**config.mk**
```make
export PLATFORM = sky130hd
export DESIGN_NAME = frame_streamer_flat
export DESIGN_NICKNAME = d
export VERILOG_FILES = /design/src/rtl/frame_streamer_pkg.sv /design/src/rtl/frame_streamer_if.sv /design/src/rtl/frame_streamer_fifo.sv /design/src/rtl/frame_streamer.sv /design/src/flat_wrapper.sv
export SDC_FILE = /design/constraint.sdc
export NUM_CORES = 1
export LEC_CHECK = 0
export ABC_CLOCK_PERIOD_IN_PS = 3800
export BUFFER_PORTS_ARGS = -buffer_cell sky130_fd_sc_hd__buf_4
export CAP_MARGIN = 20
export CORE_MARGIN = 1.5
export CORE_UTILIZATION = 55
export DETAILED_ROUTE_END_ITERATION = 8
export HOLD_SLACK_MARGIN = 0.03
export MAX_ROUTING_LAYER = met4
export PLACE_DENSITY = 0.77
export SLEW_MARGIN = 20
export SYNTH_ARGS = -nofsm -noshare
export SYNTH_HDL_FRONTEND = slang
export SYNTH_HIERARCHICAL = 1
export SYNTH_SLANG_ARGS = --single-unit
export TNS_END_PERCENT = 20
```
**constraint.sdc**
```tcl
create_clock -name clk -period 3.8 [get_ports clk]
set_input_delay 0.76 -clock clk [delete_from_list [all_inputs] [get_ports clk]]
set_output_delay 0.76 -clock clk [all_outputs]
set_load 0.02 [all_outputs]
```
**src/rtl/frame_streamer_pkg.sv**
```systemverilog
// img_pkg: image geometry defaults, pixel/tag types and streamer FSM states
package img_pkg;
    localparam int DEF_IMG_W = 320;
    localparam int DEF_IMG_H = 240;
    localparam int DEF_PIX_W = 8;

    typedef logic [DEF_PIX_W-1:0] pixel_t;

    typedef struct packed {
        logic   sof;
        logic   eol;
        logic   eof;
        pixel_t data;
    } pix_tag_t;

    typedef enum logic [1:0] {IDLE, RUN, DRAIN} state_t;
endpackage

```
**src/rtl/frame_streamer_if.sv**
```systemverilog
// frame_streamer_if: valid/ready pixel stream with frame and line markers
interface frame_streamer_if;
    import img_pkg::*;
    logic   valid;
    logic   ready;
    pixel_t data;
    logic   sof;
    logic   eol;
    logic   eof;
    modport master(output valid, data, sof, eol, eof, input ready);
    modport slave(input valid, data, sof, eol, eof, output ready);
endinterface

```
**src/rtl/frame_streamer_fifo.sv**
```systemverilog
// skid_fifo2: two-entry FIFO of tagged pixels with a registered head as output
module skid_fifo2
    import img_pkg::*;
(
    input  logic       clk,
    input  logic       rst_n,
    input  logic       push,
    input  logic       pop,
    input  pix_tag_t   din,
    output pix_tag_t   dout,
    output logic [1:0] count
);
    pix_tag_t tail;

    // dout is the oldest entry; tail only fills while the head is stalled
    always_ff @(posedge clk or negedge rst_n) begin
        if (!rst_n) begin
            dout  <= '0;
            tail  <= '0;
            count <= '0;
        end else begin
            count <= count + 2'(push) - 2'(pop);
            if (pop)
                dout <= (count == 2'd2) ? tail : (push ? din : '0);
            else if (push && count == 2'd0)
                dout <= din;
            if (push && count == (pop ? 2'd2 : 2'd1))
                tail <= din;
        end
    end
endmodule

```
**src/rtl/frame_streamer.sv**
```systemverilog
// frame_streamer: reads a stored frame from pixel RAM and streams it with sof/eol/eof markers
module frame_streamer
    import img_pkg::*;
#(
    parameter int IMG_W  = DEF_IMG_W,
    parameter int IMG_H  = DEF_IMG_H,
    parameter int PIX_W  = DEF_PIX_W,
    parameter int ADDR_W = 17
) (
    input  logic              clk,
    input  logic              rst_n,
    input  logic              start,
    output logic              busy,
    output logic              done,
    output logic              mem_rd_en,
    output logic [ADDR_W-1:0] mem_addr,
    input  logic [PIX_W-1:0]  mem_rd_data,
    frame_streamer_if.master  m
);
    localparam int XW = (IMG_W > 1) ? $clog2(IMG_W) : 1;
    localparam int YW = (IMG_H > 1) ? $clog2(IMG_H) : 1;
    localparam logic [ADDR_W-1:0] LAST = ADDR_W'(IMG_W * IMG_H - 1);

    state_t        state, state_nx;
    logic [XW-1:0] x;
    logic [YW-1:0] y;
    logic          inflight;
    logic [2:0]    tag_q;
    logic [1:0]    count;
    logic          pop;
    logic          eol_x;
    pix_tag_t      din;
    pix_tag_t      head;

    assign pop     = m.valid & m.ready;
    assign eol_x   = x == XW'(IMG_W - 1);
    assign busy    = state != IDLE;
    assign m.valid = count != 2'd0;
    assign {m.sof, m.eol, m.eof, m.data} = head;
    assign din     = {tag_q, pixel_t'(mem_rd_data)};

    // read only while the FIFO plus the read in flight leaves room; leave DRAIN once the last pixel pops
    always_comb begin
        mem_rd_en = (state == RUN) && (({1'b0, count} + 3'(inflight) - 3'(pop)) < 3'd2);
        state_nx  = state;
        if (state == IDLE && start && !done)
            state_nx = RUN;
        if (state == RUN && mem_rd_en && mem_addr == LAST)
            state_nx = DRAIN;
        if (state == DRAIN && count == 2'(pop) && !inflight)
            state_nx = IDLE;
    end

    // state register and the one-cycle done pulse on return to IDLE
    always_ff @(posedge clk or negedge rst_n) begin
        if (!rst_n) begin
            state <= IDLE;
            done  <= 1'b0;
        end else begin
            state <= state_nx;
            done  <= (state == DRAIN) && (state_nx == IDLE);
        end
    end

    // address and raster counters; markers travel one cycle with the read they belong to
    always_ff @(posedge clk or negedge rst_n) begin
        if (!rst_n) begin
            inflight <= 1'b0;
            tag_q    <= '0;
            mem_addr <= '0;
            x        <= '0;
            y        <= '0;
        end else begin
            inflight <= mem_rd_en;
            if (mem_rd_en)
                tag_q <= {x == '0 && y == '0, eol_x, eol_x && y == YW'(IMG_H - 1)};
            if (state == IDLE && state_nx == RUN) begin
                mem_addr <= '0;
                x        <= '0;
                y        <= '0;
            end else if (mem_rd_en) begin
                mem_addr <= mem_addr + 1'b1;
                x        <= eol_x ? '0 : x + 1'b1;
                if (eol_x)
                    y <= y + 1'b1;
            end
        end
    end

    skid_fifo2 u_fifo (
        .clk  (clk),
        .rst_n(rst_n),
        .push (inflight),
        .pop  (pop),
        .din  (din),
        .dout (head),
        .count(count)
    );
endmodule

```
**src/flat_wrapper.sv**
```systemverilog
// flat-port wrapper written by rule: the top's interface ports become plain ports
module frame_streamer_flat import img_pkg::*;
#(
    parameter int IMG_W  = DEF_IMG_W,
    parameter int IMG_H  = DEF_IMG_H,
    parameter int PIX_W  = DEF_PIX_W,
    parameter int ADDR_W = 17
)
  (clk, rst_n, start, busy, done, mem_rd_en, mem_addr, mem_rd_data, m_valid, m_data, m_sof, m_eol, m_eof, m_ready);
  frame_streamer_if m_i ();
  input  logic clk;
  input  logic rst_n;
  input  logic start;
  output logic busy;
  output logic done;
  output logic mem_rd_en;
  output logic [ADDR_W-1:0] mem_addr;
  input  logic [PIX_W-1:0] mem_rd_data;
  output wire logic [$bits(m_i.valid)-1:0] m_valid;
  output wire logic [$bits(m_i.data)-1:0] m_data;
  output wire logic [$bits(m_i.sof)-1:0] m_sof;
  output wire logic [$bits(m_i.eol)-1:0] m_eol;
  output wire logic [$bits(m_i.eof)-1:0] m_eof;
  input wire logic [$bits(m_i.ready)-1:0] m_ready;
  assign m_valid = m_i.valid;
  assign m_data = m_i.data;
  assign m_sof = m_i.sof;
  assign m_eol = m_i.eol;
  assign m_eof = m_i.eof;
  assign m_i.ready = m_ready;
  frame_streamer #(.IMG_W(IMG_W), .IMG_H(IMG_H), .PIX_W(PIX_W), .ADDR_W(ADDR_W)) u_core (.clk(clk), .rst_n(rst_n), .start(start), .busy(busy), .done(done), .mem_rd_en(mem_rd_en), .mem_addr(mem_addr), .mem_rd_data(mem_rd_data), .m(m_i));
endmodule
```
==> results by group <==
Timing
  – Achievable Freq: 271 MHz
  – Worst slew pin tran: 0.886 ns
  – Worst setup margin: 0.106 ns
  – Setup clock skew after layout: 0.00910 ns
  – Fin. Hold Viols: 0
  – WHS: 0.500 ns
  – Slew Viols, Final: 0
  – Setup Viol. Count Final: 0
  – Final worst path period share: 0.972
  – Period minus WS final: 3.69 ns
  – Max-slew headroom: 0.405

Yosys
  – EDFF count, synth: 0
  – Sequential area share after synthesis: 0.486
  – Post-synthesis cell count: 325
  – FF+latch count, synth: 65
  – Async SR Flop Fraction: 1.00
  – Post-synthesis net count: 346
  – Post-synthesis area per instance: 10.3 sq um
  – Synth cell types: 51
  – Ys Warns: 6
  – Netlist Area Pre-Place: 3350 sq um
  – Main synth FF type: dfrtp_1

Placement
  – Placed instance area: 3740 sq um
  – GPL Wtd Cong: 0.795
  – Hpwl dp: 4730 microns
  – Port bufs: 43
  – Dpl ws: 0.271 ns
  – Placed cells: 434

Critical path
  – CP startpoint kind: flip-flop
  – Data required time of the worst path: 3.04 ns
  – Critical path fanouts, max: 6
  – Worst Setup End Kind: output pin
  – Crit path kind: reg -> out
  – Crit path DAT: 2.93 ns

Cells and area
  – Fin area: 3990 sq um
  – Share of cells above drive strength 1: 0.253
  – Filler cell count: 453
  – Final Net Count: 396
  – Fin cells: 455
  – Layout Area Growth over Synthesis: 19.1%
  – Diode count: 0

Routing
  – DRT Wirelength: 7300 microns
  – First drt pass iteration count: 4
  – Drt via density: 5.97
  – Routed WL per cell: 16.0 microns
  – DRC violations left: 0
  – DRT iter0 DRCs: 129
  – DR vias: 2715
  – Post-DRT Antenna Nets: 0

Global route
  – Vias in the first global route: 2457
  – Antenna violations before repair: 0
  – Grt total ovfl: 0
  – Largest net degree at the start of global routing: 66
  – Overall routing resource usage: 0.243
  – First-pass GRT wire length: 11700 microns

Power
  – VDD IR max: 0.588 mV
  – Power per cell area: 773 nW/um^2
  – Leak: 1.84 nW
  – Pwr Total: 3.08 mW

Hold path
  – Worst min path class: in -> async

Clocking
  – # hold bufs at CTS: 0
  – H-tree depth: 3
  – Clock sinks: 65
  – CTS tree: built
  – Clk Latency, worst-skew pair: 0.34 ns
  – Clock buffer depth: 2
  – CTS Buf Count: 9
  – Root Driver: clkbuf_8
  – Clock transition at the registers of the reported paths: 0.07 ns

Floorplan
  – # rows: 28
  – I/O pin count: 44
  – Initial Utilization: 0.569
  – Die X-Extent: 81.0 microns
  – Core Area: 5890 sq um
  – Full die area: 6560 sq um
  – Die height: 81.0 microns

Flow run
  – Max-cap violations: 0

Run status
  – Status: completed
[synthesized netlist by cell type (all sizes together), types with 2 or more instances]
master   n  area, sq um
clkbuf   9         33.8
o21ai   12         71.3
or2      2         12.5
a21oi   30          150
and2     4         27.5
mux2    11          161
o31ai    8         65.1
nor3b    3         22.5
a22oi   11         82.6
nand4   10         62.6
xnor2    7         61.3
nand2b   4         25.0
a21o     2         15.0
nand3   13         65.1
ha       8          100
nor4     6         37.5
buf      6         42.5
and3     4         25.0
nor4b    2         17.5
or4b     3         30.0
nor3     4         20.0
or4      8         63.8
or3      4         25.0
mux2i    7         70.1
xor2     4         35.0
nor2    28          105
nand2   24         90.1
dfrtp   65         1630
inv      9         33.8
and4     3         26.3
[repair_timing]
| action | 4_1_cts | 5_1_grt |
|---|---|---|
| resized for setup | 0 | 5 |
| buffers inserted | 0 | 5 |
| endpoints found under the setup margin | 0 | 1 |
[layout by cell type, fill, tap and decap left out, drive strengths merged, types with 6 or more instances in the layout]
master	Yosys	final
buf	6	54
o21ai	12	12
or4	8	8
nand4	10	10
xnor2	7	7
nand2	24	24
mux2	11	11
clkbuf	9	11
nor4	6	6
nand3	13	13
a22oi	11	11
nor2	28	28
ha	8	8
dfrtp	65	65
inv	9	9
a21oi	30	30
o31ai	8	8
mux2i	7	7
[power breakdown]
group          total, mW  switching (mW)  internal (mW)  leakage (nW)
registers           1.04           0.149          0.889         0.837
clock network      0.585           0.266          0.319        0.0953
logic               1.46           0.809          0.650         0.909
total               3.08            1.22           1.86          1.84
[flip-flops by register name, summed over array words and instances (netlist names)]
name and cells:
u_core/done 1, u_core/inflight 1, u_core/mem_addr 17, u_core/state 2, u_core/tag_q 3, u_core/u_fifo/count 2, u_core/u_fifo/dout 11, u_core/u_fifo/tail 11
u_core/x 9, u_core/y 8
[per-layer routing]
| metal | track usage | part of all wire | vias to the layer above |
|---|---|---|---|
| li1 | - | - | 1283 |
| met1 | 0.323 | 0.46 | 1344 |
| met2 | 0.368 | 0.48 | 82 |
| met3 | 0.0607 | 0.058 | 6 |
| met4 | 0.0724 | 0.0093 | 0 |
| met5 | - | 0 | - |
[cell families (layout without fill, tap and decap cells)]
logic type	count (synthesis)	in the layout	synth area share
flip-flops	65	65	0.486
adder cells (fa/ha/maj)	9	9	0.0359
buffers and inverters	24	79	0.0329
AO/OA/AOI/OAI	71	71	0.135
AND/OR/NAND/NOR	127	127	0.212
XOR/XNOR	11	11	0.0288
multiplexers	18	18	0.0692
[area by class of cell]
type	instances	area, sq um	share of cell area
clock buffers	11	141	0.0355
clock inverters	5	55.1	0.0138
inverters	9	33.8	0.00847
multi-input cells	236	1630	0.409
flip-flops and latches	65	1630	0.408
well taps	75	93.8	0.0235
repair buffers	54	405	0.102
[path summary, 6_finish.rpt]
check | from | endpoint | slack, ns | cells after the start
max in group asynchronous | rst_n | u_core/u_fifo/count[0]$_DFF_PN0_ | 2.72 | 1
max reg2reg | u_core/u_fifo/count[0]$_DFF_PN0_ | u_core/mem_addr[9]$_DFFE_PN0P_ | 0.31 | 10
min in group clk | u_core/u_fifo/tail[2]$_DFFE_PN0P_ | u_core/u_fifo/tail[2]$_DFFE_PN0P_ | 0.51 | 1
min | rst_n | u_core/u_fifo/tail[0]$_DFFE_PN0P_ | 0.50 | 1
min reg2reg | u_core/u_fifo/tail[2]$_DFFE_PN0P_ | u_core/u_fifo/tail[2]$_DFFE_PN0P_ | 0.51 | 1
max | u_core/u_fifo/count[0]$_DFF_PN0_ | mem_rd_en | 0.11 | 9
[stage by stage]
stage           TNS, ns  utilization
5_1_grt        -0.00139        0.677
2_1_floorplan         0            -
3_5_place_dp          0        0.635
3_3_place_gp          0        0.635
6_report              0        0.677
4_1_cts               0        0.669
[worst max-delay path: stages, from the launching register on]
cell and delay [ns]:
dfrtp_2 0.43, or2_2 0.29, and2_2 0.24, ha_1 0.29, nand2b_4 0.16, fa_2 0.58
and3b_2 0.25, nand2_1 0.12, inv_1 0.10, buf_4 0.14
(Power assumes the default switching activity.)
